File: config.mk
export PLATFORM = sky130hd
export DESIGN_NAME = movavg_frame_unpacker
export DESIGN_NICKNAME = d
export VERILOG_FILES = /design/src/rtl/movavg_frame_unpacker_pkg.sv /design/src/rtl/movavg_frame_unpacker.sv
export SDC_FILE = /design/constraint.sdc
export NUM_CORES = 1
export LEC_CHECK = 0
export BUFFER_PORTS_ARGS = -buffer_cell sky130_fd_sc_hd__buf_2
export CAP_MARGIN = 0
export CORE_MARGIN = 2
export CORE_UTILIZATION = 35
export CTS_CLUSTER_SIZE = 24
export DETAILED_ROUTE_END_ITERATION = 12
export MAX_ROUTING_LAYER = met4
export PLACE_DENSITY = 0.56
export SLEW_MARGIN = 30
export SYNTH_ARGS = -nofsm -noshare
export SYNTH_HDL_FRONTEND = slang
export SYNTH_SLANG_ARGS = --single-unit
File: constraint.sdc
create_clock -name clk -period 4.9 [get_ports clk]
set_clock_uncertainty 0.1 [all_clocks]
set_input_delay 0.98 -clock clk [delete_from_list [all_inputs] [get_ports clk]]
set_output_delay 0.98 -clock clk [all_outputs]
set_load 0.03 [all_outputs]
File: src/rtl/movavg_frame_unpacker_pkg.sv
//==============================================================================
// Module   : movavg_frame_unpacker_pkg
// Brief    : Moving-average frame types, geometry and lv<->struct helpers.
// Revision : 1.0
//==============================================================================
`default_nettype none

package movavg_frame_unpacker_pkg;

    localparam int WINDOW      = 16;
    localparam int WIDTH       = 8;
    localparam int FRAME_BYTES = WINDOW + 2;
    localparam int FRAME_BITS  = FRAME_BYTES * WIDTH;

    typedef logic signed [WIDTH-1:0] sample_t;
    // Ascending range puts element 0 in the MSBs of the packed vector.
    typedef sample_t [0:WINDOW-1] window_t;

    typedef struct packed {
        window_t window;
        sample_t sel1;
        sample_t result;
    } frame_t;

    typedef logic [FRAME_BITS-1:0] frame_lv_t;

    typedef enum logic [1:0] {
        S_IDLE = 2'd0,
        S_RECV = 2'd1,
        S_HOLD = 2'd2
    } unpack_state_t;

    function automatic frame_lv_t pack_frame(input frame_t f);
        return frame_lv_t'(f);
    endfunction

    function automatic frame_t unpack_frame(input frame_lv_t lv);
        return frame_t'(lv);
    endfunction

endpackage

`default_nettype wire

File: src/rtl/movavg_frame_unpacker.sv
//==============================================================================
// Module   : movavg_frame_unpacker
// Brief    : Byte-serial decoder rebuilding a moving-average state frame.
// Revision : 1.0
//==============================================================================
`default_nettype none

module movavg_frame_unpacker #(
    parameter int WINDOW = 16,
    parameter int WIDTH  = 8
) (
    input  logic                      clk,
    input  logic                      rst,
    input  logic [WIDTH-1:0]          in_data,
    input  logic                      in_valid,
    input  logic                      in_sop,
    output logic                      in_ready,
    output logic [WINDOW*WIDTH-1:0]   out_window,
    output logic [WIDTH-1:0]          out_sel1,
    output logic [WIDTH-1:0]          out_result,
    output logic                      out_valid,
    input  logic                      out_ready,
    output logic                      err,
    output logic [15:0]               frame_cnt
);

    import movavg_frame_unpacker_pkg::*;

    localparam int N_BYTES = WINDOW + 2;
    localparam int IDX_W   = $clog2(N_BYTES);
    localparam logic [IDX_W-1:0] LAST_IDX = IDX_W'(N_BYTES - 1);

    unpack_state_t             state_q, state_d;
    logic [IDX_W-1:0]          idx_q, idx_d;
    logic                      err_q, err_d;
    logic                      out_valid_q;
    frame_t                    out_q;
    logic [15:0]               frame_cnt_q;
    logic [WIDTH-1:0]          buf_q [N_BYTES];
    logic [WIDTH-1:0]          w_buf_d [N_BYTES];
    logic [N_BYTES*WIDTH-1:0]  w_asm_lv;

    logic                      w_acc;
    logic                      w_slot_free;
    logic                      w_out_hs;
    logic                      w_wr;
    logic [IDX_W-1:0]          w_wr_idx;
    logic                      w_load;

    assign in_ready    = (state_q != S_HOLD);
    assign w_acc       = in_valid && in_ready;
    assign w_out_hs    = out_valid_q && out_ready;
    assign w_slot_free = !out_valid_q || out_ready;

    always_comb begin
        state_d  = state_q;
        idx_d    = idx_q;
        err_d    = 1'b0;
        w_wr     = 1'b0;
        w_wr_idx = idx_q;
        w_load   = 1'b0;
        case (state_q)
            S_IDLE: begin
                if (w_acc) begin
                    if (in_sop) begin
                        w_wr     = 1'b1;
                        w_wr_idx = '0;
                        idx_d    = IDX_W'(1);
                        state_d  = S_RECV;
                    end else begin
                        err_d = 1'b1;
                    end
                end
            end
            S_RECV: begin
                if (w_acc) begin
                    w_wr = 1'b1;
                    if (in_sop) begin
                        // Restart on the new frame; the partial one is lost.
                        err_d    = 1'b1;
                        w_wr_idx = '0;
                        idx_d    = IDX_W'(1);
                    end else if (idx_q == LAST_IDX) begin
                        idx_d = '0;
                        if (w_slot_free) begin
                            w_load  = 1'b1;
                            state_d = S_IDLE;
                        end else begin
                            state_d = S_HOLD;
                        end
                    end else begin
                        idx_d = idx_q + IDX_W'(1);
                    end
                end
            end
            S_HOLD: begin
                if (w_slot_free) begin
                    w_load  = 1'b1;
                    state_d = S_IDLE;
                end
            end
            default: begin
                state_d = S_IDLE;
                idx_d   = '0;
            end
        endcase
    end

    // Buffer view with the current byte merged in, so the last byte can be
    // forwarded to the output in the same cycle it is accepted.
    always_comb begin
        w_buf_d = buf_q;
        if (w_wr) begin
            w_buf_d[w_wr_idx] = in_data;
        end
    end

    always_comb begin
        w_asm_lv = '0;
        for (int i = 0; i < N_BYTES; i++) begin
            w_asm_lv[(N_BYTES-1-i)*WIDTH +: WIDTH] = w_buf_d[i];
        end
    end

    always_ff @(posedge clk) begin
        buf_q <= w_buf_d;
    end

    always_ff @(posedge clk) begin
        if (rst) begin
            state_q     <= S_IDLE;
            idx_q       <= '0;
            err_q       <= 1'b0;
            out_valid_q <= 1'b0;
            out_q       <= '0;
            frame_cnt_q <= '0;
        end else begin
            state_q <= state_d;
            idx_q   <= idx_d;
            err_q   <= err_d;
            if (w_load) begin
                out_q       <= unpack_frame(w_asm_lv);
                out_valid_q <= 1'b1;
            end else if (w_out_hs) begin
                out_valid_q <= 1'b0;
            end
            if (w_out_hs) begin
                frame_cnt_q <= frame_cnt_q + 16'd1;
            end
        end
    end

    assign out_window = out_q.window;
    assign out_sel1   = out_q.sel1;
    assign out_result = out_q.result;
    assign out_valid  = out_valid_q;
    assign err        = err_q;
    assign frame_cnt  = frame_cnt_q;

endmodule

`default_nettype wire

* Yosys cells after proc, flatten, opt, wreduce, memory -nomap -nowiden
Index checks and enable logic that the tools add are counted.
Word-level totals: bits in registers 313, input bits 13, output and inout bits 163, logic and storage cells 102
Cells by class: add/sub/neg operators 2, order comparisons 2, equal/unequal tests 10, mux-type cells 35, bitwise operators 2, reduce and logical (&&, ||, !) cells 10
Operators with widths (count):
- $bwmux 144 | 1
- $mux 144 | 1
- $demux 8 s5 | 1
- $mux 5 | 8
- $add 16x1->16 const B | 1
- $pmux 5 s3 | 1
- $mux 2 | 7
- $ne 2x2->1 const B | 7
- $mux 1 | 11
- $mux 8 | 1
- $ge 6x6->1 const B | 1
- $lt 6x1->1 const B | 1
- $not 5->6 | 1
- $pmux 1 s2 | 3
- $pmux 2 s3 | 1
- $reduce_and 6->1 | 1
- $add 5x1->5 const B | 1
- $eq 5x5->1 const B | 1
- $reduce_and 4->1 | 1
- $logic_and 1x1->1 | 3
- $eq 2x1->1 const B | 1
- $eq 2x2->1 const B | 1
- $logic_not 2->1 | 1
- $reduce_bool 2->1 | 1
- other kinds (4) | 4

* Logic depth before layout (Yosys ltp)
depth after elaboration 11, depth in mapped cells 10, mapped depth without buffers 6

* Worst setup path after synthesis
No wires, ideal clock.
path kind input -> register, from input port in_sop, to register out_q, in the netlist out_sel1[0], library setup time 0.122 ns, data arrival time 2.690 ns, data required time 4.678 ns, setup slack 1.988 ns, cell stages on the path 7, path buffers 3, path through buf_2 > nor4bb_4 > buf_6 > nor4bb_1 > buf_2 > mux2_2 > o311a_1
On the way: word-level cells in the longest chain between the ends 10, elaborated cells on any way between the ends 17, classes of those cells 2 x order compare; 13 x mux; 1 x bitwise; 1 x reduce/logical
Ends and longest elaborated chain:
- from (decl) | RTL line movavg_frame_unpacker.sv:16 | input logic in_sop,
- $mux 5 | RTL line movavg_frame_unpacker.sv:65, movavg_frame_unpacker.sv:78
- $mux 5 | RTL line movavg_frame_unpacker.sv:64 | if (w_acc) begin
- $mux 5
- $not 5->6 (not written as such) | RTL line movavg_frame_unpacker.sv:114 | w_buf_d[w_wr_idx] = in_data;
- $ge 6x6->1 (not written as such) / $lt 6x1->1 (equally long branches) | RTL line movavg_frame_unpacker.sv:114
- $logic_and 1x1->1 (not written as such) | RTL line movavg_frame_unpacker.sv:114
- $mux 8 (not written as such) | RTL line movavg_frame_unpacker.sv:114
- $demux 8 s5 | RTL line movavg_frame_unpacker.sv:114
- $bwmux 144 | RTL line movavg_frame_unpacker.sv:114
- $mux 144 (*) | RTL line movavg_frame_unpacker.sv:113 | if (w_wr) begin
- net w_asm_lv[8] | RTL line movavg_frame_unpacker.sv:41 | logic [N_BYTES*WIDTH-1:0] w_asm_lv;
- to (signal assigned) | RTL line movavg_frame_unpacker.sv:142 | out_q <= unpack_frame(w_asm_lv);
- to (decl) | RTL line movavg_frame_unpacker.sv:37 | frame_t out_q;
The timed path passes the listed nets; every way through them passes the cells marked *. A chain may end at the register's enable or synchronous reset.

* Worst setup path after layout
from register state_q[0], to register buf_q[16] (netlist bit)
On the way: word-level cells in the longest chain between the ends 11, elaborated cells on any way between the ends 18, classes of those cells 2 x order compare; 2 x eq/ne; 9 x mux; 1 x bitwise; 4 x reduce/logical
Ends and longest elaborated chain:
- from (decl) | RTL line movavg_frame_unpacker.sv:33 | unpack_state_t state_q, state_d;
- from (signal assigned) | RTL line movavg_frame_unpacker.sv:138 | state_q <= state_d;
- $ne 2x2->1 | RTL line movavg_frame_unpacker.sv:50 | assign in_ready = (state_q != S_HOLD);
- $logic_and 1x1->1 | RTL line movavg_frame_unpacker.sv:51 | assign w_acc = in_valid && in_ready;
- $mux 5 | RTL line movavg_frame_unpacker.sv:64
- $mux 5
- $not 5->6 (not written as such) | RTL line movavg_frame_unpacker.sv:114
- $ge 6x6->1 (not written as such) / $lt 6x1->1 (equally long branches) | RTL line movavg_frame_unpacker.sv:114
- $logic_and 1x1->1 (not written as such) | RTL line movavg_frame_unpacker.sv:114
- $mux 8 (not written as such) | RTL line movavg_frame_unpacker.sv:114
- $demux 8 s5 | RTL line movavg_frame_unpacker.sv:114
- $bwmux 144 | RTL line movavg_frame_unpacker.sv:114
- $mux 144 (*) | RTL line movavg_frame_unpacker.sv:113
- net w_asm_lv[16] | RTL line movavg_frame_unpacker.sv:41
- to (signal assigned) | RTL line movavg_frame_unpacker.sv:126 | buf_q <= w_buf_d;
- to (decl) | RTL line movavg_frame_unpacker.sv:39 | logic [WIDTH-1:0] buf_q [N_BYTES];
Marked as above.

==> metrics.csv <==
stage,metric,value,unit
setup_path,"slowest stage cell, crit path",nor4bb_4,
setup_path,Crit path required time,5.19,ns
cts,CTS tree,done,
min_path,WHS Path Cells,2,
placement,Port Buffer Count,175,
yosys,post-synthesis sequential area ratio,52.5,%
min_path,HP Class,flop to flop,
setup_path,r2r worst-path depth,6,
setup_path,"delay-heaviest family, CP",simple AND/OR/NAND/NOR gates,
setup_path,Worst EP arrival,3.46,ns
floorplanning,height of the die,189,um
yosys,Yosys warning total,0,
placement,placed insts,1554,
global_route,largest net degree at the start of global routing,84,
route,total iterations of the first detailed-routing run,4,
global_route,first-pass GRT wire length,50500,um
yosys,largest area contributor in the netlist,dfxtp_1,
floorplanning,core area,33500,um^2
setup_path,crit-path cells,"inv_1, ha_1, nor4bb_4, buf_4, nand3_1, mux2_2",
layout,Filler cells,3231,
yosys,Post-synth top cells,"dfxtp_1 (313), mux2_2 (142), a21o_1 (121), o311a_1 (120), clkbuf_1 (80)",
cts,CTS sink count,313,
timing,fin crit share,64.8,%
run_status,status,completed,
setup_path,Buf/Inv on CP,2,
pwr,VDD IR-drop max,0.000228,V
timing,Final setup viols,0,
cts,clock buffer count from CTS,35,
run,total of max-cap violations,0,
placement,final weighted congestion in routability-driven placement,0.810,
timing,max_slew headroom,35.2,%
route,Post-route DRC,0,
yosys,Mean Syn Cell Area,11.6,um^2
setup_path,crit-path max FO,18,
route,DR WL/cell,20.0,um
floorplanning,Top Ports,176,
placement,HPWL Detailed,18400,um
placement,dpl ws,1.45,ns
global_route,vias in the first global route,8550,
timing,worst setup margin,1.72,ns
setup_path,crit start category,flop,
cts,Post-CTS Resized,0,
yosys,Synth async-reset ratio,0,%
route,ANT nets after route,0,
setup_path,reg-to-reg startpoint,state_q[0]$_SDFFE_PP0P_,
floorplanning,row count,67,
timing,unrepaired setup endpoints after global routing,false,
cts,Clock Pin Slew Worst Setup and Hold Paths,0.06,ns
placement,Placement Cell Area,13100,um^2
timing,Final Hold Fails,0,
global_route,gr ovfl total,0,
yosys,Synth Instances,1026,
route,Iteration-0 DRC Markers,447,
timing,slew at the pin closest to its max-slew limit,0.971,ns
layout,Reg area,6270,um^2
setup_path,Setup crit start,state_q[0]$_SDFFE_PP0P_,
yosys,"count leader, synth",dfxtp_1,
route,total number of vias,8618,
cts,root buffer cell,clkbuf_16,
cts,CTS Buffer Depth,3,
yosys,post-synth top area share,52.5,%
yosys,net count after synthesis,1045,
layout,area grow syn2layout,18.9,%
cts,hold_buf cts,0,
global_route,GRT Util Overall,18.3,%
yosys,Synth area leaders,"dfxtp_1 (52%), mux2_2 (13%), o311a_1 (10%)",
timing,WHS,0.360,ns
setup_path,CP Class,flop to flop,
timing,Sum Neg Setup Slack,0,ns
pwr,Pwr per Cell Area,371,nW/um^2
route,vias per std cell,5.34,
global_route,initial antenna violation count,0,
setup_path,total stage count of the critical path,6,
pwr,Lkg Pwr,6.98,nW
floorplanning,total die area,35600,um^2
setup_path,crit path capture type,flop,
layout,layout cells sized above 1,34.8,%
min_path,worst hold start,buf_q[19]$_DFF_P_,
yosys,Post-synth EDFFs,0,
cts,Post-CTS Setup Repair Bufs,0,
setup_path,"setup slack, reg-to-reg",1.72,ns
yosys,Yosys cell types,55,
yosys,synthesized cell area,11900,um^2
layout,ANT cells,0,
layout,"Core Util, Final",42.3,%
timing,min cycle time layout,3.18,ns
cts,H-tree levels,2,
layout,# nets final,1162,
timing,Max Slew Vio Count,0,
floorplanning,Die W,189,um
yosys,"flops & latches, synth",313,
pwr,total power draw,5.27,mW
yosys,ys flop type,dfxtp_1,
cts,Clock Latency Late Sink,0.51,ns
layout,final std cells w/o fill,1615,
timing,Fmax,315,MHz
layout,multi-input combinational cell area,5210,um^2
floorplanning,initial core utilization,35.6,%
route,final wirelength,32300,um
setup_path,peak per-stage delay on the critical path,0.79,ns
layout,fin area,14200,um^2
[power breakdown]
group	total [mW]	leakage, nW	internal [mW]	switching, mW
logic	0.139	3.90	0.0440	0.0950
registers	2.59	2.53	2.58	0.0143
clock network	2.54	0.554	1.52	1.02
total	5.27	6.98	4.14	1.13
[per-layer routing]
| layer | global-route usage, % | wire (um) | up-vias |
|---|---|---|---|
| met3 | 5.23 | 2240 | 44 |
| met1 | 24.0 | 15200 | 4238 |
| met4 | 4.27 | 569 | 0 |
| met5 | - | 0 | - |
| li1 | - | - | 4139 |
| met2 | 27.8 | 14300 | 197 |
[layout by cell type, fill, tap and decap left out, types with 2 or more instances in the layout]
cell / Yosys / routed
or4_1: 7 / 7
o21bai_1: 2 / 2
clkbuf_1: 80 / 10
nand3_1: 17 / 17
clkinv_2: 0 / 2
a21oi_1: 38 / 38
nor4_1: 2 / 2
mux2_2: 142 / 142
or3_1: 4 / 4
o311a_1: 120 / 120
and2b_1: 2 / 2
buf_4: 2 / 10
nand3_4: 4 / 4
nand2_1: 10 / 10
nor3b_1: 3 / 3
nand3_2: 3 / 3
nand4b_1: 2 / 2
o21ai_0: 30 / 30
buf_12: 1 / 2
a21o_1: 121 / 121
clkbuf_16: 0 / 36
and3_1: 8 / 8
dfxtp_1: 313 / 313
xor2_1: 5 / 5
nand4_2: 2 / 2
o31ai_1: 8 / 8
xnor2_1: 4 / 4
clkbuf_8: 0 / 11
mux2_4: 2 / 2
inv_1: 7 / 6
buf_2: 14 / 175
nand4_4: 2 / 2
ha_1: 6 / 6
nor2_1: 12 / 12
nand4_1: 19 / 19
[area by class of cell]
type	count	share of cell area [%]
Clock buffer	57	7.68
Clock inverter	4	0.247
Inverter	7	0.203
Multi-Input combinational cell	598	36.7
Sequential cell	313	44.1
Tap cell	448	3.95
Timing Repair Buffer	188	7.06
[sequential cells by signal, summed over array words and instances, names as in the netlist]
signal,cells
buf_q,144
out_window,128
frame_cnt,16
out_result,8
out_sel1,8
idx_q,5
state_q,2
err,1
out_valid,1
[final timing paths]
| kind | endpoint |
|---|---|
| worst max-delay path | buf_q[16]$_DFF_P_ |
| worst min-delay path | out_window[3]$_SDFFE_PP0P_ |
| worst max register to register | buf_q[16]$_DFF_P_ |
| worst min register to register | out_window[3]$_SDFFE_PP0P_ |
[worst register-to-register path, stage by stage (launching register included)]
cell      delay [ns]
dfxtp_1         0.35
inv_1           0.07
ha_1            0.44
nor4bb_4        0.79
buf_4           0.34
nand3_1         0.51
mux2_2          0.48
[cell families after synthesis]
| group | share of synthesized area [%] |
|---|---|
| fa+ha+maj | 0.629 |
| compound gates | 21.5 |
| flops | 52.5 |
| simple gates | 6.84 |
| buf+inv | 4.15 |
| mux | 13.7 |
| xor+xnor | 0.660 |
(Power assumes the default switching activity.)
